### config.mk
export PLATFORM = sky130hd
export DESIGN_NAME = median_seq_ctrl
export DESIGN_NICKNAME = d
export VERILOG_FILES = /design/src/rtl/median_seq_ctrl.sv
export SDC_FILE = /design/constraint.sdc
export NUM_CORES = 1
export LEC_CHECK = 0
export CAP_MARGIN = 40
export CORE_MARGIN = 2
export CORE_UTILIZATION = 57
export CTS_CLUSTER_DIAMETER = 200
export DETAILED_ROUTE_END_ITERATION = 8
export PLACE_DENSITY = 0.77
export SLEW_MARGIN = 20
export SYNTH_ARGS = -nofsm -noshare
export SYNTH_HDL_FRONTEND = slang
export SYNTH_SLANG_ARGS = --single-unit
### constraint.sdc
create_clock -name clk -period 4.8 [get_ports clk]
set_input_delay 0.96 -clock clk [delete_from_list [all_inputs] [get_ports clk]]
set_output_delay 0.96 -clock clk [all_outputs]
set_load 0.05 [all_outputs]
### src/rtl/median_seq_ctrl.sv
// Streaming median of N unsigned samples: loads N samples, then runs partial
// bubble passes through one shared compare-exchange until the median settles.
//
// state | meaning
// IDLE  | waiting for the first sample of a set
// LOAD  | collecting samples 2..N into the register bank
// SORT  | one compare-exchange per cycle, median emitted on the last step
module median_seq_ctrl #(
    parameter int WIDTH = 8,
    parameter int N     = 9
) (
    input  logic             clk,
    input  logic             rst_n,
    input  logic [WIDTH-1:0] di_i,
    input  logic             dsi_i,
    output logic [WIDTH-1:0] do_o,
    output logic             dso_o,
    output logic             busy_o
);

    if ((N < 3) || (N > 15) || ((N % 2) == 0)) begin : g_bad_n
        $error("median_seq_ctrl: N must be odd and within 3..15");
    end

    localparam int IW = $clog2(N);
    localparam logic [IW-1:0] P_LAST = IW'((N - 1) / 2);
    localparam logic [IW-1:0] LC_LAST = IW'(N - 1);

    typedef enum logic [1:0] {
        S_IDLE,
        S_LOAD,
        S_SORT
    } state_t;

    state_t           state_q, state_d;
    logic [WIDTH-1:0] r_q [N];
    logic [WIDTH-1:0] r_d [N];
    logic [IW-1:0]    lc_q, lc_d;
    logic [IW-1:0]    p_q, p_d;
    logic [IW-1:0]    i_q, i_d;
    logic [WIDTH-1:0] do_q, do_d;
    logic             dso_q, dso_d;

    logic [IW-1:0]    i_nxt;
    logic [IW-1:0]    i_last;
    logic [WIDTH-1:0] mce_a, mce_b, mce_min, mce_max;

    // Single compare-exchange; operands are muxed from the bank by I.
    always_comb begin
        i_nxt   = i_q + IW'(1);
        i_last  = IW'(N - 2) - p_q;
        mce_a   = r_q[i_q];
        mce_b   = r_q[i_nxt];
        mce_max = (mce_a > mce_b) ? mce_a : mce_b;
        mce_min = (mce_a > mce_b) ? mce_b : mce_a;
    end

    always_comb begin
        state_d = state_q;
        r_d     = r_q;
        lc_d    = lc_q;
        p_d     = p_q;
        i_d     = i_q;
        do_d    = do_q;
        dso_d   = 1'b0;
        case (state_q)
            S_IDLE: begin
                if (dsi_i) begin
                    r_d[0]  = di_i;
                    lc_d    = IW'(1);
                    state_d = S_LOAD;
                end
            end
            S_LOAD: begin
                if (dsi_i) begin
                    r_d[lc_q] = di_i;
                    lc_d      = lc_q + IW'(1);
                    if (lc_q == LC_LAST) begin
                        p_d     = '0;
                        i_d     = '0;
                        state_d = S_SORT;
                    end
                end
            end
            S_SORT: begin
                r_d[i_q]   = mce_min;
                r_d[i_nxt] = mce_max;
                if (i_q == i_last) begin
                    i_d = '0;
                    if (p_q == P_LAST) begin
                        // The max of the last exchange is the (N+1)/2-th largest: the median.
                        do_d    = mce_max;
                        dso_d   = 1'b1;
                        lc_d    = '0;
                        p_d     = '0;
                        state_d = S_IDLE;
                    end else begin
                        p_d = p_q + IW'(1);
                    end
                end else begin
                    i_d = i_q + IW'(1);
                end
            end
            default: state_d = S_IDLE;
        endcase
    end

    always_ff @(posedge clk or negedge rst_n) begin
        if (!rst_n) begin
            state_q <= S_IDLE;
            for (int k = 0; k < N; k++) r_q[k] <= '0;
            lc_q    <= '0;
            p_q     <= '0;
            i_q     <= '0;
            do_q    <= '0;
            dso_q   <= 1'b0;
        end else begin
            state_q <= state_d;
            r_q     <= r_d;
            lc_q    <= lc_d;
            p_q     <= p_d;
            i_q     <= i_d;
            do_q    <= do_d;
            dso_q   <= dso_d;
        end
    end

    assign do_o   = do_q;
    assign dso_o  = dso_q;
    assign busy_o = (state_q == S_SORT);

endmodule

Word-level counts from Yosys, hierarchy flattened
Index checks and enable logic that the tools add are counted.
{ "totals": {"mem_bits_rw": 0, "romBits": 0, "in_bits": 11, "memories": 0, "latch_bits": 0, "output_inout_bits": 10, "regBits": 95} }
{ "classes": {"n_mux": 42, "n_reduce_logical": 13, "magnitude_cmp": 7, "n_eq_ne": 10, "div_mod_pow": 0, "addsub": 4, "bitwise": 3, "shifts": 0, "mul": 0} }
{ "op_table": {"columns": ["op", "n"], "rows": [
  ["$bwmux 72", 3],
  ["$pmux 64 s2", 1],
  ["$demux 8 s4", 3],
  ["$mux 8", 10],
  ["$mux 72", 1],
  ["$bmux 8 s4", 2],
  ["$mux 4", 9],
  ["$pmux 8 s3", 1],
  ["$pmux 4 s2", 2],
  ["$ge 5x5->1 const B", 3],
  ["$lt 5x1->1 const B", 3],
  ["$not 4->5", 3],
  ["$add 4x1->4 const B", 3],
  ["$pmux 4 s3", 1],
  ["$mux 2", 5],
  ["$reduce_and 5->1", 2],
  ["$reduce_and 3->1", 3],
  ["$gt 8x8->1", 1],
  ["$ne 2x2->1 const B", 3],
  ["$pmux 2 s3", 1],
  ["$eq 4x3->1 const B", 1],
  ["$eq 4x4->1", 1],
  ["$eq 4x4->1 const B", 1],
  ["$ne 2x1->1 const B", 2],
  ["other kinds (10)", 14]
]} }

Depth between registers and ports, before layout
Gate-level depths: netlist of the first run.
{ "logic_depth": {"depth_word": 10, "ltp_mapped": 20, "ltp_nobuf": 14} }

Worst setup path after synthesis of the first run
Ideal clock, no wire load.
{ "synth_timing": {"kind": "flip-flop to flip-flop", "from": "register i_q[1]", "to": "register r_q[12] (netlist name)", "setup_time_ns": 0.139, "synth_period_minus_slack_ns": 4.770, "path_buffers": 7, "setup_slack_ns": 0.030, "t_arrival_ns": 4.631, "stages_incl_launch_ff": 20, "cell_sequence": "dfrtp_1 > buf_4 > clkbuf_1 > inv_1 > ha_1 > buf_4 > buf_6 > mux4_2 > a222oi_1 > buf_2 > ha_1 > o21ai_0 > nor2_1 > and4bb_2 > nor2_1 > buf_2 > clkbuf_1 > a21oi_1 > a22oi_1 > o221ai_1"} }
{ "synth_via": {"elab_chain_len": 10} }
{ "synth_lines": {"columns": ["element", "line", "text"], "rows": [
  ["from (decl)", "40", "logic [IW-1:0] i_q, i_d;"],
  ["from (signal assigned)", "122", "i_q <= i_d;"],
  ["$add 4x1->4", "50", "i_nxt = i_q + IW'(1);"],
  ["$not 4->5 (not written as such)", "53, 87", null],
  ["$bmux 8 s4", "53", "mce_b = r_q[i_nxt];"],
  ["$mux 8 (not written as such) (2 in a row)", "53", null],
  ["$gt 8x8->1", "54, 55", null],
  ["$mux 8", "55", "mce_min = (mce_a > mce_b) ? mce_b : mce_a;"],
  ["$bwmux 72", "86", "r_d[i_q] = mce_min;"],
  ["$bwmux 72 (*)", "87", "r_d[i_nxt] = mce_max;"],
  ["$pmux 64 s2 (*)", "66", "case (state_q)"],
  ["to (signal assigned)", "119", "r_q <= r_d;"],
  ["to (decl)", "36", "logic [WIDTH-1:0] r_q [N];"]
]} }
Every way passes the cells marked *; elsewhere a longest branch is shown, timed or not. The select of a mux whose other input is x is not followed.
A chain may end at the register's enable or synchronous reset.

Final worst setup path of the first run
{ "layout_timing": {"from": "register i_q[1]", "to": "register r_q[66] (netlist name)"} }
{ "layout_via": {"elab_chain_len": 10} }
{ "layout_lines": {"columns": ["element", "line"], "rows": [
  ["$add 4x1->4", "50"],
  ["$not 4->5 (not written as such)", "53, 87"],
  ["$bmux 8 s4", "53"],
  ["$mux 8 (not written as such) (2 in a row)", "53"],
  ["$gt 8x8->1", "54, 55"],
  ["$mux 8", "55"],
  ["$bwmux 72", "86"],
  ["$bwmux 72 (*)", "87"],
  ["$pmux 8 s3 (*)", "66"]
]} }
Marked as above.

==> metrics.txt, run 1 <==
# TYPE chip_impl_metric gauge
chip_impl_metric{name="final_min_period_over_clock_period",unit=""} 0.9565
chip_impl_metric{name="clock_skew",unit="ns"} 0.007715
chip_impl_info{name="setup.worst_path.class",value="reg2reg"} 1
chip_impl_metric{name="antenna_cells",unit=""} 0
chip_impl_metric{name="timing_worst_slew_pin_value",unit="ns"} 0.8984
chip_impl_info{name="crit_end",value="r_q[66]$_DFFE_PN0P_"} 1
chip_impl_metric{name="numPortBuffers",unit=""} 20
chip_impl_metric{name="cap_violations",unit=""} 0
chip_impl_info{name="ys_dominant_reg_cell",value="dfrtp_1"} 1
chip_impl_metric{name="grt.total_usage",unit=""} 0.4015
chip_impl_metric{name="cts_made_buffers",unit=""} 9
chip_impl_metric{name="synth_enable_flop_cells",unit=""} 0
chip_impl_info{name="crit_path_start",value="i_q[1]$_DFFE_PN0P_"} 1
chip_impl_info{name="setup.worst_path.end_class",value="register"} 1
chip_impl_metric{name="power_switching_share",unit=""} 0.5156
chip_impl_info{name="r2r_start",value="i_q[1]$_DFFE_PN0P_"} 1
chip_impl_metric{name="fillCellCount",unit=""} 1119
chip_impl_info{name="rsz0062_at_grt",value="false"} 1
chip_impl_metric{name="yosys_register_bits",unit=""} 95
chip_impl_metric{name="grt_remaining_overflow",unit=""} 0
chip_impl_metric{name="power_report.internal_total",unit="W"} 0.002705
chip_impl_metric{name="ios",unit=""} 21
chip_impl_metric{name="clk_pin_slew",unit="ns"} 0.08
chip_impl_metric{name="layout.area.seq",unit="sq um"} 2379
chip_impl_metric{name="r2r_cells",unit=""} 16
chip_impl_metric{name="antenna_found_initial",unit=""} 0
chip_impl_metric{name="synth_top_area_share",unit=""} 0.3040
chip_impl_metric{name="finalSetupViolCount",unit=""} 0
chip_impl_metric{name="vdd_ir_drop_max",unit="uV"} 418.8
chip_impl_metric{name="drt_drc_violations_left",unit=""} 0
chip_impl_info{name="ctsRootBufferMaster",value="clkbuf_16"} 1
chip_impl_metric{name="worst-r2r-setup-slack",unit="ns"} 0.21
chip_impl_metric{name="postRouteAntennaNets",unit=""} 0
chip_impl_metric{name="placement_rows",unit=""} 42
chip_impl_info{name="timing.rr.end",value="r_q[66]$_DFFE_PN0P_"} 1
chip_impl_metric{name="dp.final_hpwl",unit="um"} 21560
chip_impl_metric{name="holdWs",unit="ns"} 0.5119
chip_impl_metric{name="placement_stage_worst_setup_slack",unit="ns"} 0.2496
chip_impl_metric{name="timing.critical_path.arrival",unit="ns"} 4.85
chip_impl_metric{name="final_area",unit="sq um"} 8685
chip_impl_info{name="synth.area.top_cells",value="dfrtp_1 30%, mux2i_1 5.6%, a21oi_1 5.6%"} 1
chip_impl_metric{name="clock_latency_on_the_worst_skew_pair",unit="ns"} 0.37
chip_impl_metric{name="synth.net_count",unit=""} 926
chip_impl_metric{name="grt_pass1_vias",unit=""} 7693
chip_impl_info{name="commonest_cells_after_routing_fill_and_taps_aside",value="94 x dfrtp_1, 87 x a21oi_1, 72 x nand2_1, 58 x nor2_1, 53 x buf_4"} 1
chip_impl_metric{name="synth_instances",unit=""} 890
chip_impl_metric{name="grt_first_pass_wirelength",unit="um"} 44670
chip_impl_metric{name="synth_cell_type_count",unit=""} 77
chip_impl_metric{name="final_hold_viol_count",unit=""} 0
chip_impl_metric{name="dr.first_iter.drc_count",unit=""} 1009
chip_impl_metric{name="ctsHtreeMaxLevel",unit=""} 3
chip_impl_metric{name="wirelength",unit="um"} 29070
chip_impl_info{name="mostFrequentLayoutCell",value="dfrtp_1"} 1
chip_impl_info{name="cts_tree",value="built"} 1
chip_impl_metric{name="drt_pre_antenna_iters",unit=""} 5
chip_impl_metric{name="crit_fanout",unit=""} 18
chip_impl_metric{name="design_power_total",unit="W"} 0.005584
chip_impl_metric{name="final_max_slew_viol_count",unit=""} 0
chip_impl_metric{name="min_delay_path_depth",unit=""} 1
chip_impl_metric{name="timing.setup.tns",unit="ns"} 0
chip_impl_metric{name="routed_via_density",unit=""} 7.356
chip_impl_metric{name="final_worst_path_setup_slack",unit="ns"} 0.2087
chip_impl_metric{name="multi_input_comb_area",unit="sq um"} 5041
chip_impl_metric{name="cts_num_sinks",unit=""} 95
chip_impl_metric{name="core_area",unit="sq um"} 13300
chip_impl_metric{name="ys.warnings.count",unit=""} 0
chip_impl_metric{name="gpl.final_weighted_congestion",unit=""} 1.050
chip_impl_metric{name="ctsLongestPathBuffers",unit=""} 2
chip_impl_metric{name="syn_area_cell",unit="sq um"} 8.785
chip_impl_metric{name="placed_cell_area",unit="sq um"} 8312
chip_impl_metric{name="leakagePower",unit="nW"} 3.456
chip_impl_metric{name="die_width",unit="um"} 121.1
chip_impl_metric{name="routedWlPerCell",unit="um"} 26.60
chip_impl_metric{name="final_layout_size_suffix_gt1_frac",unit=""} 0.1679
chip_impl_info{name="post-synth-top-area-cell",value="dfrtp_1"} 1
chip_impl_metric{name="synthToLayoutAreaGrowth",unit="%"} 11.07
chip_impl_metric{name="routed-via-count",unit=""} 8040
chip_impl_metric{name="mappedNetlistArea",unit="sq um"} 7819
chip_impl_metric{name="synth_seq_area_share",unit=""} 0.3040
chip_impl_metric{name="timing.fmax",unit="GHz"} 0.2178
chip_impl_info{name="hold_path_class",value="reg2reg"} 1
chip_impl_metric{name="clock_power_share",unit=""} 0.134
chip_impl_metric{name="holdBufCountCts",unit=""} 0
chip_impl_metric{name="postSynth.asyncResetShare",unit=""} 1.000
chip_impl_metric{name="power.switching",unit="W"} 0.002879
chip_impl_metric{name="cp.required",unit="ns"} 5.06
chip_impl_metric{name="num-nets-final",unit=""} 948
chip_impl_metric{name="die_area",unit="sq um"} 14670
chip_impl_metric{name="finalWorstPathRequiredPeriod",unit="ns"} 4.591
chip_impl_metric{name="timing.max_slew.rel_slack",unit=""} 0.4010
chip_impl_metric{name="die_span_in_y",unit="um"} 121.1
chip_impl_metric{name="comb_power_share",unit=""} 0.622
chip_impl_info{name="critPathLaunchType",value="register"} 1
chip_impl_metric{name="p_per_area",unit="nW/um^2"} 643.0
chip_impl_info{name="status",value="finished clean"} 1
chip_impl_metric{name="initial_core_util",unit=""} 0.5881
chip_impl_metric{name="sequentialPowerShare",unit=""} 0.244
chip_impl_metric{name="grt_start_max_net_pins",unit=""} 55
## flip-flops by register name, indices dropped and copies added (netlist names)
signal / flops
r_q: 72
do_o: 8
i_q: 4
lc_q: 4
p_q: 4
state_q: 2
dso_o: 1
## routing by layer
| metal | up-vias | GRT usage | routed length [um] |
|---|---|---|---|
| met5 | - | 0 | 0 |
| met4 | 0 | 0.1693 | 1227 |
| met3 | 117 | 0.1048 | 3842 |
| met2 | 653 | 0.5990 | 12710 |
| met1 | 3848 | 0.5516 | 11300 |
| li1 | 3422 | - | - |
## layout make-up
class,count,area share
clock buffer,9,0.02593
timing repair buffer,75,0.07463
inverter,29,0.01253
clock inverter,7,0.007204
multi-input combinational,702,0.5805
sequential,95,0.2739
tap,176,0.02536
## per-stage QoR
stage	utilization	std cells
after floorplan	-	890
after global placement	0.6252	1072
after detailed placement	0.6252	1072
after CTS	0.6468	1088
after global routing	0.6532	1093
final	0.6532	1093
## cell usage after synthesis (all sizes together) (2+ instances only)
cell    number
a211oi       8
a21boi       3
a21o         8
a21oi       95
a221o       16
a221oi      12
a22o         7
a22oi       25
a31oi       20
a32oi        3
and2        16
and3         9
and3b        2
buf         32
clkbuf      32
dfrtp       95
ha          25
inv         29
mux2        19
mux2i       46
mux4        16
nand2       76
nand2b       9
nand3       29
nand3b       3
nand4        2
nor2        60
nor2b        8
nor3        25
nor3b        2
nor4         2
o211ai       4
o21ai       65
o221ai      26
o22ai       23
o31ai        4
o41ai        2
or2         11
or3          2
xor2         3
## worst min path at each step
stage                   startpoint                   to  slack [ns]
2_1_floorplan  r_q[24]$_DFFE_PN0P_  r_q[24]$_DFFE_PN0P_        0.47
3_3_place_gp   do_o[3]$_DFFE_PN0P_  do_o[3]$_DFFE_PN0P_        0.49
6_report       do_o[3]$_DFFE_PN0P_  do_o[3]$_DFFE_PN0P_        0.51
5_1_grt        do_o[4]$_DFFE_PN0P_  do_o[4]$_DFFE_PN0P_        0.53
3_5_place_dp   do_o[4]$_DFFE_PN0P_  do_o[4]$_DFFE_PN0P_        0.50
4_1_cts        do_o[5]$_DFFE_PN0P_  do_o[5]$_DFFE_PN0P_        0.52
## logic make-up (layout without fill, tap and decap cells)
kind of cell,Yosys count,in the layout,share of synthesized area
flops,95,95,0.3040
mux,81,81,0.1355
xor+xnor,4,4,0.004482
simple gates,263,263,0.1677
buf+inv,93,120,0.05409
fa+ha+maj,25,25,0.04001
compound gates,329,329,0.2941
## power by group through the flow
stage,registers [W],clock network (W),logic [W]
floorplan,0.00120,0,0.00235
global placement,0.00133,0,0.00322
detailed placement,0.00134,0,0.00330
CTS,0.00133,0.000738,0.00331
global route,0.00137,0.000763,0.00368
finish,0.00136,0.000748,0.00347
## worst max-delay path: stages, from the launching register on
cell and delay [ns]:
dfrtp_1 0.46, buf_4 0.31, and4b_1 0.23, a311oi_1 0.43, nor3_4 0.11, buf_12 0.16
buf_12 0.13, a221oi_4 0.32, ha_1 0.29, and4_1 0.26, nand4_1 0.19, o31a_1 0.18
nand2_1 0.24, buf_4 0.29, a21oi_2 0.34, o221ai_1 0.17, a221oi_1 0.35
## what timing repair did
| item | in CTS | in global routing |
|---|---|---|
| buffers inserted | 0 | 5 |
| setup endpoints to repair | 0 | 29 |
| gates resized for setup | 0 | 3 |
Power figures use the tool's default switching activity.
==> run 2, diff against run 1 <==
--- a/config.mk
+++ b/config.mk
@@ -10,6 +10,8 @@
 export CORE_UTILIZATION = 57
 export CTS_CLUSTER_DIAMETER = 200
 export DETAILED_ROUTE_END_ITERATION = 8
+export GPL_TIMING_DRIVEN = 0
+export MAX_ROUTING_LAYER = met4
 export PLACE_DENSITY = 0.77
 export SLEW_MARGIN = 20
 export SYNTH_ARGS = -nofsm -noshare
==> run 2 against run 1 <==
Wire length shrank 1.3%. Maximum frequency is 3.1% lower. Die area stayed put. Critical path type unchanged. Largest power group unchanged. Core utilization rose by 3.6 points. Critical path depth grew 3. Critical endpoint is now r_q[48]$_DFFE_PN0P_.
==> metrics.txt, run 2 (synthesis gave the netlist of run 1 again) <==
# TYPE chip_impl_metric gauge
chip_impl_metric{name="r2r_cells",unit=""} 19
chip_impl_metric{name="gpl.final_weighted_congestion",unit=""} 1.078
chip_impl_metric{name="initial_core_util",unit=""} 0.5881
chip_impl_metric{name="routedWlPerCell",unit="um"} 25.27
chip_impl_info{name="critPathLaunchType",value="register"} 1
chip_impl_metric{name="final_max_slew_viol_count",unit=""} 0
chip_impl_metric{name="wirelength",unit="um"} 28700
chip_impl_info{name="cpLargestDelayFamily",value="compound AO/OA/AOI/OAI gates"} 1
chip_impl_metric{name="core_area",unit="sq um"} 13300
chip_impl_metric{name="p_per_area",unit="nW/um^2"} 724.3
chip_impl_metric{name="antenna_cells",unit=""} 0
chip_impl_metric{name="route.layer.met1.wl",unit="um"} 11140
chip_impl_metric{name="layout.core_utilization",unit=""} 0.6890
chip_impl_info{name="hold_path_class",value="in2async"} 1
chip_impl_metric{name="placement_rows",unit=""} 42
chip_impl_info{name="setup.worst_path.end_class",value="register"} 1
chip_impl_metric{name="die_area",unit="sq um"} 14670
chip_impl_info{name="critical_path.most_common_cell",value="buf_4"} 1
chip_impl_metric{name="timing.setup.tns",unit="ns"} 0
chip_impl_metric{name="timing_worst_slew_pin_value",unit="ns"} 0.8476
chip_impl_info{name="critical_path.cell_chain",value="buf_4, buf_6, inv_2, ha_1, buf_12, buf_12, mux4_2, a222oi_1, buf_4, ha_1, and4_2, nand4_1, o31a_1, buf_4, buf_4, a21oi_1, a21oi_4, o22ai_1, a221o_1"} 1
chip_impl_metric{name="ctsLongestPathBuffers",unit=""} 2
chip_impl_info{name="largest_reg_by_ff_count",value="r_q"} 1
chip_impl_metric{name="die_span_in_y",unit="um"} 121.1
chip_impl_metric{name="clock_skew",unit="ns"} 0.01000
chip_impl_metric{name="route.met3.wl",unit="um"} 4073
chip_impl_metric{name="timing.max_slew.rel_slack",unit=""} 0.4311
chip_impl_metric{name="routed-via-count",unit=""} 8082
chip_impl_metric{name="finalWorstPathRequiredPeriod",unit="ns"} 4.740
chip_impl_metric{name="timing.critical_path.arrival",unit="ns"} 4.99
chip_impl_metric{name="grt_remaining_overflow",unit=""} 0
chip_impl_metric{name="grt_pass1_vias",unit=""} 7517
chip_impl_metric{name="placement_stage_worst_setup_slack",unit="ns"} -1.369
chip_impl_metric{name="cp.required",unit="ns"} 5.05
chip_impl_metric{name="crit_fanout",unit=""} 10
chip_impl_metric{name="drt_drc_violations_left",unit=""} 0
chip_impl_info{name="r2r_start",value="i_q[0]$_DFFE_PN0P_"} 1
chip_impl_info{name="status",value="finished clean"} 1
chip_impl_metric{name="cap_violations",unit=""} 0
chip_impl_metric{name="dp.final_hpwl",unit="um"} 21160
chip_impl_info{name="cp_slowest_cell",value="mux4_2"} 1
chip_impl_info{name="mostFrequentLayoutCell",value="dfrtp_1"} 1
chip_impl_metric{name="finalSetupViolCount",unit=""} 0
chip_impl_metric{name="ctsHtreeMaxLevel",unit=""} 3
chip_impl_metric{name="timing.fmax",unit="GHz"} 0.2110
chip_impl_metric{name="numPortBuffers",unit=""} 20
chip_impl_metric{name="routed_via_density",unit=""} 7.114
chip_impl_metric{name="ios",unit=""} 21
chip_impl_metric{name="num-nets-final",unit=""} 991
chip_impl_metric{name="die_width",unit="um"} 121.1
chip_impl_metric{name="largest_reg_flops",unit=""} 72
chip_impl_info{name="timing.rr.end",value="r_q[48]$_DFFE_PN0P_"} 1
chip_impl_info{name="commonest_cells_after_routing_fill_and_taps_aside",value="94 x dfrtp_1, 80 x a21oi_1, 71 x nand2_1, 56 x nor2_1, 48 x o21ai_0"} 1
chip_impl_metric{name="grt_start_max_net_pins",unit=""} 58
chip_impl_metric{name="vdd_ir_drop_max",unit="uV"} 594.5
chip_impl_metric{name="combined_buffer_and_inverter_count_along_the_critical_path",unit=""} 8
chip_impl_metric{name="dpl.cell_count",unit=""} 1088
chip_impl_metric{name="clock_latency_on_the_worst_skew_pair",unit="ns"} 0.37
chip_impl_metric{name="leakagePower",unit="nW"} 3.637
chip_impl_metric{name="drt_pre_antenna_iters",unit=""} 8
chip_impl_metric{name="postRouteAntennaNets",unit=""} 0
chip_impl_metric{name="final_hold_viol_count",unit=""} 0
chip_impl_metric{name="antenna_found_initial",unit=""} 0
chip_impl_metric{name="holdBufCountCts",unit=""} 0
chip_impl_info{name="cts_tree",value="built"} 1
chip_impl_metric{name="delay_of_the_slowest_cell_on_the_worst_path",unit="ns"} 0.51
chip_impl_metric{name="cts_num_sinks",unit=""} 95
chip_impl_metric{name="design_power_total",unit="W"} 0.006635
chip_impl_metric{name="worst-r2r-setup-slack",unit="ns"} 0.06
chip_impl_info{name="route.top_layer_used",value="met4"} 1
chip_impl_metric{name="final_min_period_over_clock_period",unit=""} 0.9875
chip_impl_info{name="ctsRootBufferMaster",value="clkbuf_16"} 1
chip_impl_metric{name="clk_pin_slew",unit="ns"} 0.07
chip_impl_metric{name="synthToLayoutAreaGrowth",unit="%"} 17.15
chip_impl_metric{name="cts_made_buffers",unit=""} 9
chip_impl_metric{name="dr.first_iter.drc_count",unit=""} 1213
chip_impl_metric{name="grt_first_pass_wirelength",unit="um"} 43510
chip_impl_metric{name="fillCellCount",unit=""} 1064
chip_impl_metric{name="final_worst_path_setup_slack",unit="ns"} 0.06014
chip_impl_metric{name="final_layout_size_suffix_gt1_frac",unit=""} 0.1948
chip_impl_metric{name="wl_met2",unit="um"} 12110
chip_impl_metric{name="grt.total_usage",unit=""} 0.4063
chip_impl_info{name="setup.worst_path.class",value="reg2reg"} 1
chip_impl_metric{name="layout.cells.non_filler",unit=""} 1136
[run 2: metal layers]
| metal | vias up | GRT usage |
|---|---|---|
| li1 | 3535 | - |
| met1 | 3794 | 0.5363 |
| met2 | 650 | 0.5723 |
| met3 | 103 | 0.1114 |
| met4 | 0 | 0.2049 |
| met5 | - | - |
[run 2: worst register-to-register path: cells and delay by family, from the launching register on]
kind	cells	cell delay [ns]
adders and majority gates	2	0.57
muxes	1	0.51
and+or+nand+nor	2	0.37
DFF	1	0.36
buffers and inverters	8	1.30
AOI/OAI and AO/OA	6	1.51
[run 2: worst max path at each step]
stage | end | start | cells past startpoint
2_1_floorplan | r_q[12]$_DFFE_PN0P_ | i_q[1]$_DFFE_PN0P_ | 19
3_3_place_gp | r_q[43]$_DFFE_PN0P_ | i_q[1]$_DFFE_PN0P_ | 19
3_5_place_dp | r_q[34]$_DFFE_PN0P_ | i_q[1]$_DFFE_PN0P_ | 19
4_1_cts | r_q[68]$_DFFE_PN0P_ | i_q[1]$_DFFE_PN0P_ | 18
5_1_grt | r_q[65]$_DFFE_PN0P_ | i_q[0]$_DFFE_PN0P_ | 18
6_report | r_q[48]$_DFFE_PN0P_ | i_q[0]$_DFFE_PN0P_ | 19
[run 2: repair_timing]
action                                  CTS  global route
endpoints found under the setup margin   80            76
setup buffers                            23            10
gates resized for setup                  51            21
pin swaps                                 8            11
[run 2: area by class of cell]
cell class                 count  area, sq um  share of cell area
multi-input combinational    702         5221              0.5700
sequential                    95         2379              0.2597
timing repair buffer          55        534.3             0.05833
buffer                        63        397.9             0.04344
clock buffer                   9        225.2             0.02459
tap                          176        220.2             0.02404
inverter                      29        108.9             0.01188
clock inverter                 7        73.82            0.008059
[run 2: report_power, final]
part	internal [W]	switching, W	total (W)
Sequential	0.00103	0.000315	0.00135
Combinational	0.00192	0.00261	0.00453
Clock	0.000371	0.000385	0.000756
Total	0.00333	0.00331	0.00664
[run 2: through the flow]
| stage | hold slack, ns | area (sq um) |
|---|---|---|
| after global routing | 0.5304 | 9160 |
| after detailed placement | 0.4985 | 8284 |
| after CTS | 0.5010 | 9030 |
| final | 0.4886 | 9160 |
| after floorplan | 0.4666 | 7819 |
| after global placement | 0.4912 | 8239 |
